`src/rtl/booth_r4_mul_seq.sv`:
```
// Iterative radix-4 Booth 64x64 multiplier: walks the 33 Booth digits of the
// multiplier PP_PER_CYCLE at a time and accumulates into a 130-bit register.
module booth_r4_mul_seq #(
  parameter int PP_PER_CYCLE = 1
) (
  input  logic         i_clk,
  input  logic         i_rst,
  input  logic         i_req_valid,
  output logic         o_req_ready,
  input  logic         i_multa_ns,
  input  logic         i_multb_ns,
  input  logic [63:0]  i_multa,
  input  logic [63:0]  i_multb,
  input  logic         i_abort,
  output logic         o_rsp_valid,
  input  logic         i_rsp_ready,
  output logic [127:0] o_product,
  output logic         o_busy
);

  localparam int NDIG = 33;
  localparam logic [5:0] CNT_STEP = 6'(PP_PER_CYCLE);
  localparam logic [5:0] LAST_CNT = 6'(NDIG - PP_PER_CYCLE);

  if (!(PP_PER_CYCLE == 1 || PP_PER_CYCLE == 3 ||
        PP_PER_CYCLE == 11 || PP_PER_CYCLE == 33)) begin : g_bad_pp
    $error("booth_r4_mul_seq: PP_PER_CYCLE must be 1, 3, 11 or 33");
  end

  typedef enum logic [1:0] {IDLE, CALC, DONE} state_t;

  state_t state_q, state_d;

  logic signed [65:0]  xa_p0;
  logic        [66:0]  y_p0;
  logic signed [129:0] acc_p0;
  logic signed [129:0] acc_next;
  logic        [5:0]   cnt_p0;
  logic        [127:0] product_p1;
  logic                accept;
  logic                last_step;

  // Booth recoding of one 3-bit multiplier window into a 66-bit partial product.
  function automatic logic signed [65:0] booth_pp(input logic [2:0] dig,
                                                  input logic signed [65:0] xa);
    case (dig)
      3'b001, 3'b010: booth_pp = xa;
      3'b011:         booth_pp = xa <<< 1;
      3'b100:         booth_pp = -(xa <<< 1);
      3'b101, 3'b110: booth_pp = -xa;
      default:        booth_pp = '0;
    endcase
  endfunction

  function automatic logic signed [129:0] pp_term(input logic [66:0] y,
                                                  input logic signed [65:0] xa,
                                                  input logic [6:0] k);
    logic        [66:0]  ysh;
    logic signed [65:0]  pp;
    logic signed [129:0] ext;
    ysh     = y >> {k, 1'b0};
    pp      = booth_pp(ysh[2:0], xa);
    ext     = {{64{pp[65]}}, pp};
    pp_term = ext <<< {k, 1'b0};
  endfunction

  assign accept    = i_req_valid && (state_q == IDLE);
  assign last_step = (cnt_p0 == LAST_CNT);

  always_comb begin
    acc_next = acc_p0;
    for (int j = 0; j < PP_PER_CYCLE; j++) begin
      acc_next = acc_next + pp_term(y_p0, xa_p0, {1'b0, cnt_p0} + 7'(j));
    end
  end

  always_comb begin
    state_d = state_q;
    case (state_q)
      IDLE: if (i_req_valid) state_d = CALC;
      CALC: begin
        if (i_abort)        state_d = IDLE;
        else if (last_step) state_d = DONE;
      end
      DONE: if (i_rsp_ready) state_d = IDLE;
      default: state_d = IDLE;
    endcase
  end

  // Stage p0: operand capture at accept
  always_ff @(posedge i_clk) begin
    if (accept) begin
      xa_p0 <= {{2{i_multa_ns & i_multa[63]}}, i_multa};
      y_p0  <= {{2{i_multb_ns & i_multb[63]}}, i_multb, 1'b0};
    end
  end

  // Stage p1: accumulation and product capture
  always_ff @(posedge i_clk) begin
    if (i_rst) begin
      state_q    <= IDLE;
      acc_p0     <= '0;
      cnt_p0     <= '0;
      product_p1 <= '0;
    end else begin
      state_q <= state_d;
      case (state_q)
        IDLE: begin
          if (i_req_valid) begin
            acc_p0 <= '0;
            cnt_p0 <= '0;
          end
        end
        CALC: begin
          if (i_abort) begin
            acc_p0 <= '0;
            cnt_p0 <= '0;
          end else begin
            acc_p0 <= acc_next;
            cnt_p0 <= cnt_p0 + CNT_STEP;
            if (last_step) product_p1 <= acc_next[127:0];
          end
        end
        default: ;
      endcase
    end
  end

  assign o_req_ready = (state_q == IDLE);
  assign o_busy      = (state_q != IDLE);
  assign o_rsp_valid = (state_q == DONE);
  assign o_product   = product_p1;

endmodule
```
`config.mk`:
```
export PLATFORM = sky130hd
export DESIGN_NAME = booth_r4_mul_seq
export DESIGN_NICKNAME = d
export VERILOG_FILES = /design/src/rtl/booth_r4_mul_seq.sv
export SDC_FILE = /design/constraint.sdc
export NUM_CORES = 2
export LEC_CHECK = 0
export BUFFER_PORTS_ARGS = -buffer_cell sky130_fd_sc_hd__buf_2
export CORE_UTILIZATION = 37
export CTS_BUF_LIST = sky130_fd_sc_hd__clkbuf_4 sky130_fd_sc_hd__clkbuf_8
export CTS_CLUSTER_DIAMETER = 60
export DETAILED_ROUTE_END_ITERATION = 12
export SETUP_SLACK_MARGIN = 0.3
export SLEW_MARGIN = 20
export SYNTH_ARGS = -nofsm -noshare
export SYNTH_HDL_FRONTEND = slang
export SYNTH_SLANG_ARGS = --single-unit
```
`constraint.sdc`:
```
create_clock -name i_clk -period 6.8 [get_ports i_clk]
set_input_delay 0.68 -clock i_clk [delete_from_list [all_inputs] [get_ports i_clk]]
set_output_delay 0.68 -clock i_clk [all_outputs]
set_load 0.1 [all_outputs]
```
After elaboration in Yosys (flattened, before gate mapping):

Index checks and enable logic that the tools add are counted.

* add/subtract/negate cells: 4
* equal/unequal tests: 12
* shift-type cells: 2
* multiplexer cells: 12
* bitwise operators: 3
* reductions and logical operators: 9

Operators by type and width (count)
* case mux 66 bit (4 select lines): 1
* 2-to-1 mux 130 bit: 2
* case mux 130 bit (2 select lines): 1
* adder 130 bit: 1
* <<< shifter 66 x 7 -> 130 bit: 1
* >> shifter 67 x 7 -> 3 bit: 1
* negator 65 -> 66 bit: 1
* negator 66 bit: 1
* 2-to-1 mux 6 bit: 2
* case mux 6 bit (2 select lines): 1
* equality test 3 bit (second input constant): 3
* 2-to-1 mux 2 bit: 4
* adder 6 x 1 -> 6 bit (second input constant): 1
* equality test 3 x 2 -> 1 bit (second input constant): 2
* equality test 6 bit (second input constant): 1
* case mux 2 bit (3 select lines): 1
* AND reduction 3 bit: 2
* nonzero test 2 bit: 2
* OR reduction 2 bit: 2
* equality test 3 x 1 -> 1 bit (second input constant): 1
* inequality test 3 bit (second input constant): 1
* AND 1 bit: 2
* equality test 2 x 1 -> 1 bit (second input constant): 1
* equality test 2 bit (second input constant): 1
* other kinds (6): 6

* flip-flop bits (word level): 396
* bits of input ports: 135
* output and inout bits: 131
* logic and storage cells: 48

Depth between registers and ports, before layout:

* depth after elaboration: 8
* mapped depth: 36

Worst setup path before layout:

No wires, ideal clock.

* path type: flip-flop to flip-flop
* from: register xa_p0[15]
* to: register acc_p0[120]
* setup time: 0.087 ns
* arrival time: 6.984 ns
* data required time: 6.713 ns
* slack: -0.271 ns
* stages on the path, launching flop included: 31
* buffers on the path: 3
* path through: edfxtp_1 or3_4 or4_4 buf_6 or4_4 buf_6 nor2_2 a21oi_1 xor2_1 a221oi_1 mux2i_1 mux4_2 mux2i_1 o22a_1 o21ai_0 ha_1 clkbuf_1 a21o_1 a21o_1 a21o_1 a21o_1 a221oi_1 o21ai_0 a221o_1 o21ai_0 a211oi_1 o21ai_0 a21boi_0 o211ai_1 a21oi_1 o31ai_1

* cells in the longest elaborated chain, start to end: 6

RTL lines
* start, declared: RTL line 34 `logic signed [65:0] xa_p0;`
* start signal, assigned: RTL line 93 `xa_p0 <= {{2{i_multa_ns & i_multa[63]}}, i_multa};`
* negator 66 bit / negator 65 -> 66 bit (equally long branches): RTL line 49, 50
* case mux 66 bit (4 select lines) (*): RTL line 46 `case (dig)`
* <<< shifter 66 x 7 -> 130 bit (*): RTL line 64 `pp_term = ext <<< {k, 1'b0};`
* adder 130 bit (*): RTL line 73 `acc_next = acc_next + pp_term(y_p0, xa_p0, {1'b0, cnt_p0} + 7'(j));`
* 2-to-1 mux 130 bit (*): RTL line 115 `if (i_abort) begin`
* case mux 130 bit (2 select lines) (*): RTL line 107 `case (state_q)`
* end signal, assigned: RTL line 119 `acc_p0 <= acc_next;`
* end, declared: RTL line 36 `logic signed [129:0] acc_p0;`

Mark *: on every way between the ends. The rest lies on a longest branch, timed or not.
A chain may end at the register's enable or synchronous reset.

Worst setup path in the final report:

* from: register cnt_p0[1]
* to: register product_p1[120], in the netlist o_product[120]

* cells in the longest elaborated chain, start to end: 6

RTL lines
* start, declared: RTL line 38 `logic [5:0] cnt_p0;`
* start signal, assigned: RTL line 120 `cnt_p0 <= cnt_p0 + CNT_STEP;`
* >> shifter 67 x 7 -> 3 bit: RTL line 61 `ysh = y >> {k, 1'b0};`
* equality test 3 bit (tied with other cells): RTL line 46
* OR reduction 2 bit: RTL line 46
* case mux 66 bit (4 select lines): RTL line 46
* <<< shifter 66 x 7 -> 130 bit: RTL line 64
* adder 130 bit: RTL line 73
* end signal, assigned: RTL line 121 `if (last_step) product_p1 <= acc_next[127:0];`
* end, declared: RTL line 39 `logic [127:0] product_p1;`

Parallel ways exist; a longest one is shown, timed or not.

==> impl_metrics.toml <==
[worst_setup_path]
crit_path_frequent_cell = "buf_4"
worstSetupPathType = "reg -> reg"
cp_slowest_cell = "or4_4"
cp_max_fo = 10
worstSetupEndpointType = "flop"
ff2ff_setup_slack_ps = -690
max_stage_delay_ps = 550
worstPathArrival_ps = 8130
startpoint_type = "flop"
rr_worst_depth = 33
r2r-end = "o_product[120]$_SDFFE_PP0P_"
crit_required_ps = 7450
r2r-start = "cnt_p0[1]$_SDFFE_PP0P_"

[drt]
wl_met1_mm = 55.75
routed.top_layer = "met4"
viasPerCell = 5.709
drt-initial-drc-count = 3523
vias = 35310
postRouteAntennaNets = 0
detail_route.wl_per_cell_um = 20.90
routed_wirelength_mm = 129.2
dr_wl_met3_mm = 8.813
firstDrtPassIters = 6
drc = 0
met2WireLength_mm = 58.62

[power_and_ir_drop]
p_per_area_nw_per_um2 = 190.1
ir_drop_mv = 0.1289
p_total_mw = 8.854
power.leakage_nw = 20.06

[yosys]
syn_inst = 3802
synth_area_um2 = 30540
seq_area_frac_synth = 0.3009
ys.flop_type = "dfxtp_1"
ys_warn_count = 0
avgSynthCellArea_um2 = 8.032
synth-edff-count = 130
syn_nets = 4068
synthTopCellsByArea = "dfxtp_1, edfxtp_1, a21oi_1, nand2_1, ha_1"
synth_simple_gate_area_frac = 0.2018
synth_xor_area_frac = 0.04749
ys_types = 102
synth_top_family_by_area = "compound AO/OA/AOI/OAI gates"
synth_top_area_share = 0.1731
synth-seq-cells = 394
synth_compound_area_frac = 0.2568
synthMuxAreaShare = 0.08813
async_reset_ff_frac = 0
synth_fa_ha_area_frac = 0.05392
yosys.area.top_type = "dfxtp_1"

[finish]
fin_nets = 5331
layout-drive-gt1-share = 0.4389
area_growth_pct = 52.53
fill_cells = 7301
fin_area_um2 = 46580

[timing]
slew_viol_final = 0
slew_headroom = 0.1744
fin_crit_sh = 1.101
fmax_mhz = 133.6
post-route-min-period_ps = 7487
clock_skew_ps = 59.04
hold_violations = 0
finalSetupViolations = 167
fin_tns_setup_ps = -63530
tightest_slew_ps = 1238
postLayoutSetupSlackWorst_ps = -687.2
rsz0062_at_grt = "yes"

[placed_design]
placed_area_um2 = 40660
numPortBuffers = 265
place_hpwl_mm = 95.88
globalplace.congestion = 1.005

[global_routing]
grt.total_usage = 0.2912
grt_max_degree = 107
grt_pass1_wl_mm = 189.9
grt_overflow = 0
grt_antenna_before_repair = 1
grt_pass1_vias = 32730

[clock_network]
clkTransAtPathRegs_ps = 60
clockRootBuffer = "clkbuf_8"
cts_tree = "built"
cts_buffers = 73
holdBufCountCts = 0
cts_max_level = 3
clock-sinks = 394
clock_path_buffers = 3
clk_latency_ps = 710

[floorplan]
core_um2 = 81070
die_width_um = 289.3
pin_count = 266
rows = 104
die-area_um2 = 83690
die_h_um = 289.3
initial_core_util = 0.3767

[outcome]
status = "finished with violations"
violations = "setup timing"

[hold_path]
whs_endpoint = "y_p0[6]$_DFFE_PP_"
hp-class = "in -> reg"
hp-start = "i_multb[5]"
hold_depth = 1

[job]
maxCapViolations = 0
-- worst max path at each step --
stage / start / end / slack, ps / cells after the start
final: cnt_p0[1]$_SDFFE_PP0P_ / o_product[120]$_SDFFE_PP0P_ / -690 / 33
after global routing: xa_p0[1]$_DFFE_PP_ / o_product[120]$_SDFFE_PP0P_ / -960 / 33
after CTS: xa_p0[15]$_DFFE_PP_ / o_product[125]$_SDFFE_PP0P_ / -540 / 31
after detailed placement: cnt_p0[1]$_SDFFE_PP0P_ / o_product[127]$_SDFFE_PP0P_ / -1150 / 35
after global placement: cnt_p0[1]$_SDFFE_PP0P_ / o_product[127]$_SDFFE_PP0P_ / -1150 / 35
after floorplan: xa_p0[19]$_DFFE_PP_ / acc_p0[120]$_SDFFE_PP0P_ / 160 / 30
-- synth_stat cells (all sizes together) (15+ instances only) --
cell type	n
o21ai	195
a22o	26
o21bai	39
edfxtp	130
xor2	71
o21a	18
a221oi	33
mux4	41
nor4	31
buf	74
a31oi	15
clkbuf	236
o211ai	19
a21o	93
nand3	45
a21oi	370
a211oi	95
nor2b	26
or3	34
nand2b	27
nor2	333
mux2	37
o22ai	62
a22oi	104
dfxtp	264
mux2i	135
nand2	483
o31ai	38
ha	130
and2	36
nor3	125
nand4	64
xnor2	92
inv	68
or4	44
-- placed cells by master (no fill, tap or decap), types with 41 or more instances in the layout --
master	count
a211oi_1	42
a211oi_2	49
a21o_1	93
a21oi_1	307
a21oi_2	55
a22oi_1	99
buf_2	264
buf_4	1145
buf_6	56
clkbuf_8	84
dfxtp_1	258
edfxtp_1	130
ha_1	101
inv_1	64
mux2i_1	85
mux4_2	41
nand2_1	462
nand4_1	63
nor2_1	290
nor3_1	89
o21ai_0	112
o21ai_1	47
o22ai_1	49
xnor2_1	74
xor2_1	65
-- critical path: cells and delay by family, from the launching register on --
family | cells | cell delay, ps
AND/OR/NAND/NOR | 5 | 1000
AO/OA/AOI/OAI | 17 | 3900
flip-flops | 1 | 450
adder cells (fa/ha/maj) | 1 | 320
XOR/XNOR | 1 | 120
multiplexers | 3 | 610
buffers and inverters | 6 | 980
-- metal layers --
| layer | track usage | vias to the layer above |
|---|---|---|
| met5 | 0 | - |
| met4 | 0.1216 | 0 |
| met3 | 0.04000 | 323 |
| met2 | 0.4649 | 1489 |
| met1 | 0.3930 | 16830 |
| li1 | - | 16670 |
-- state kept, by name (all words and copies together) (netlist names) --
signal	cells
acc_p0	128
cnt_p0	6
o_product	128
state_q	2
xa_p0	65
y_p0	65
-- cell families after synthesis --
| group | count (synthesis) |
|---|---|
| adders and majority gates | 131 |
| buffers and inverters | 380 |
| muxes | 213 |
| and+or+nand+nor | 1310 |
| xor gates and xnor gates | 164 |
| DFF | 394 |
| AOI/OAI and AO/OA | 1210 |
-- cell type report --
class,instances,area (um2),area share
Antenna cell,1,2.502,0.00005373
Clock buffer,96,1246,0.02676
Clock inverter,38,380.4,0.008166
Inverter,70,262.8,0.005641
Multi-Input combinational cell,3029,22920,0.4921
Sequential cell,394,9204,0.1976
Tap cell,1060,1326,0.02847
Timing Repair Buffer,1497,11240,0.2412
-- power by group --
part | total (mW) | internal, mW | leakage (nW) | switching, mW
registers | 2.56 | 2.52 | 3.38 | 0.0470
clock network | 2.56 | 1.41 | 0.834 | 1.14
logic | 3.73 | 1.77 | 15.8 | 1.97
total | 8.85 | 5.70 | 20.1 | 3.16
-- repair_timing --
item,CTS,global route
gates cloned,2,12
endpoints found under the hold margin,0,0
resized for setup,363,283
setup buffers,76,54
endpoints found under the setup margin,206,220
pin swaps,100,94
-- metrics by stage --
stage / util / std cells / worst slack [ps] / hold slack (ps)
6_report: 0.5745 / 6185 / -687.2 / 150.6
5_1_grt: 0.5745 / 6185 / -962.6 / 116.7
4_1_cts: 0.5499 / 6118 / -541.6 / 112.4
3_5_place_dp: 0.5016 / 5906 / -1150 / 443.5
3_3_place_gp: 0.5016 / 5906 / -1154 / 439.5
2_1_floorplan: - / 3802 / 160.2 / 429.7
(Power assumes the default switching activity.)
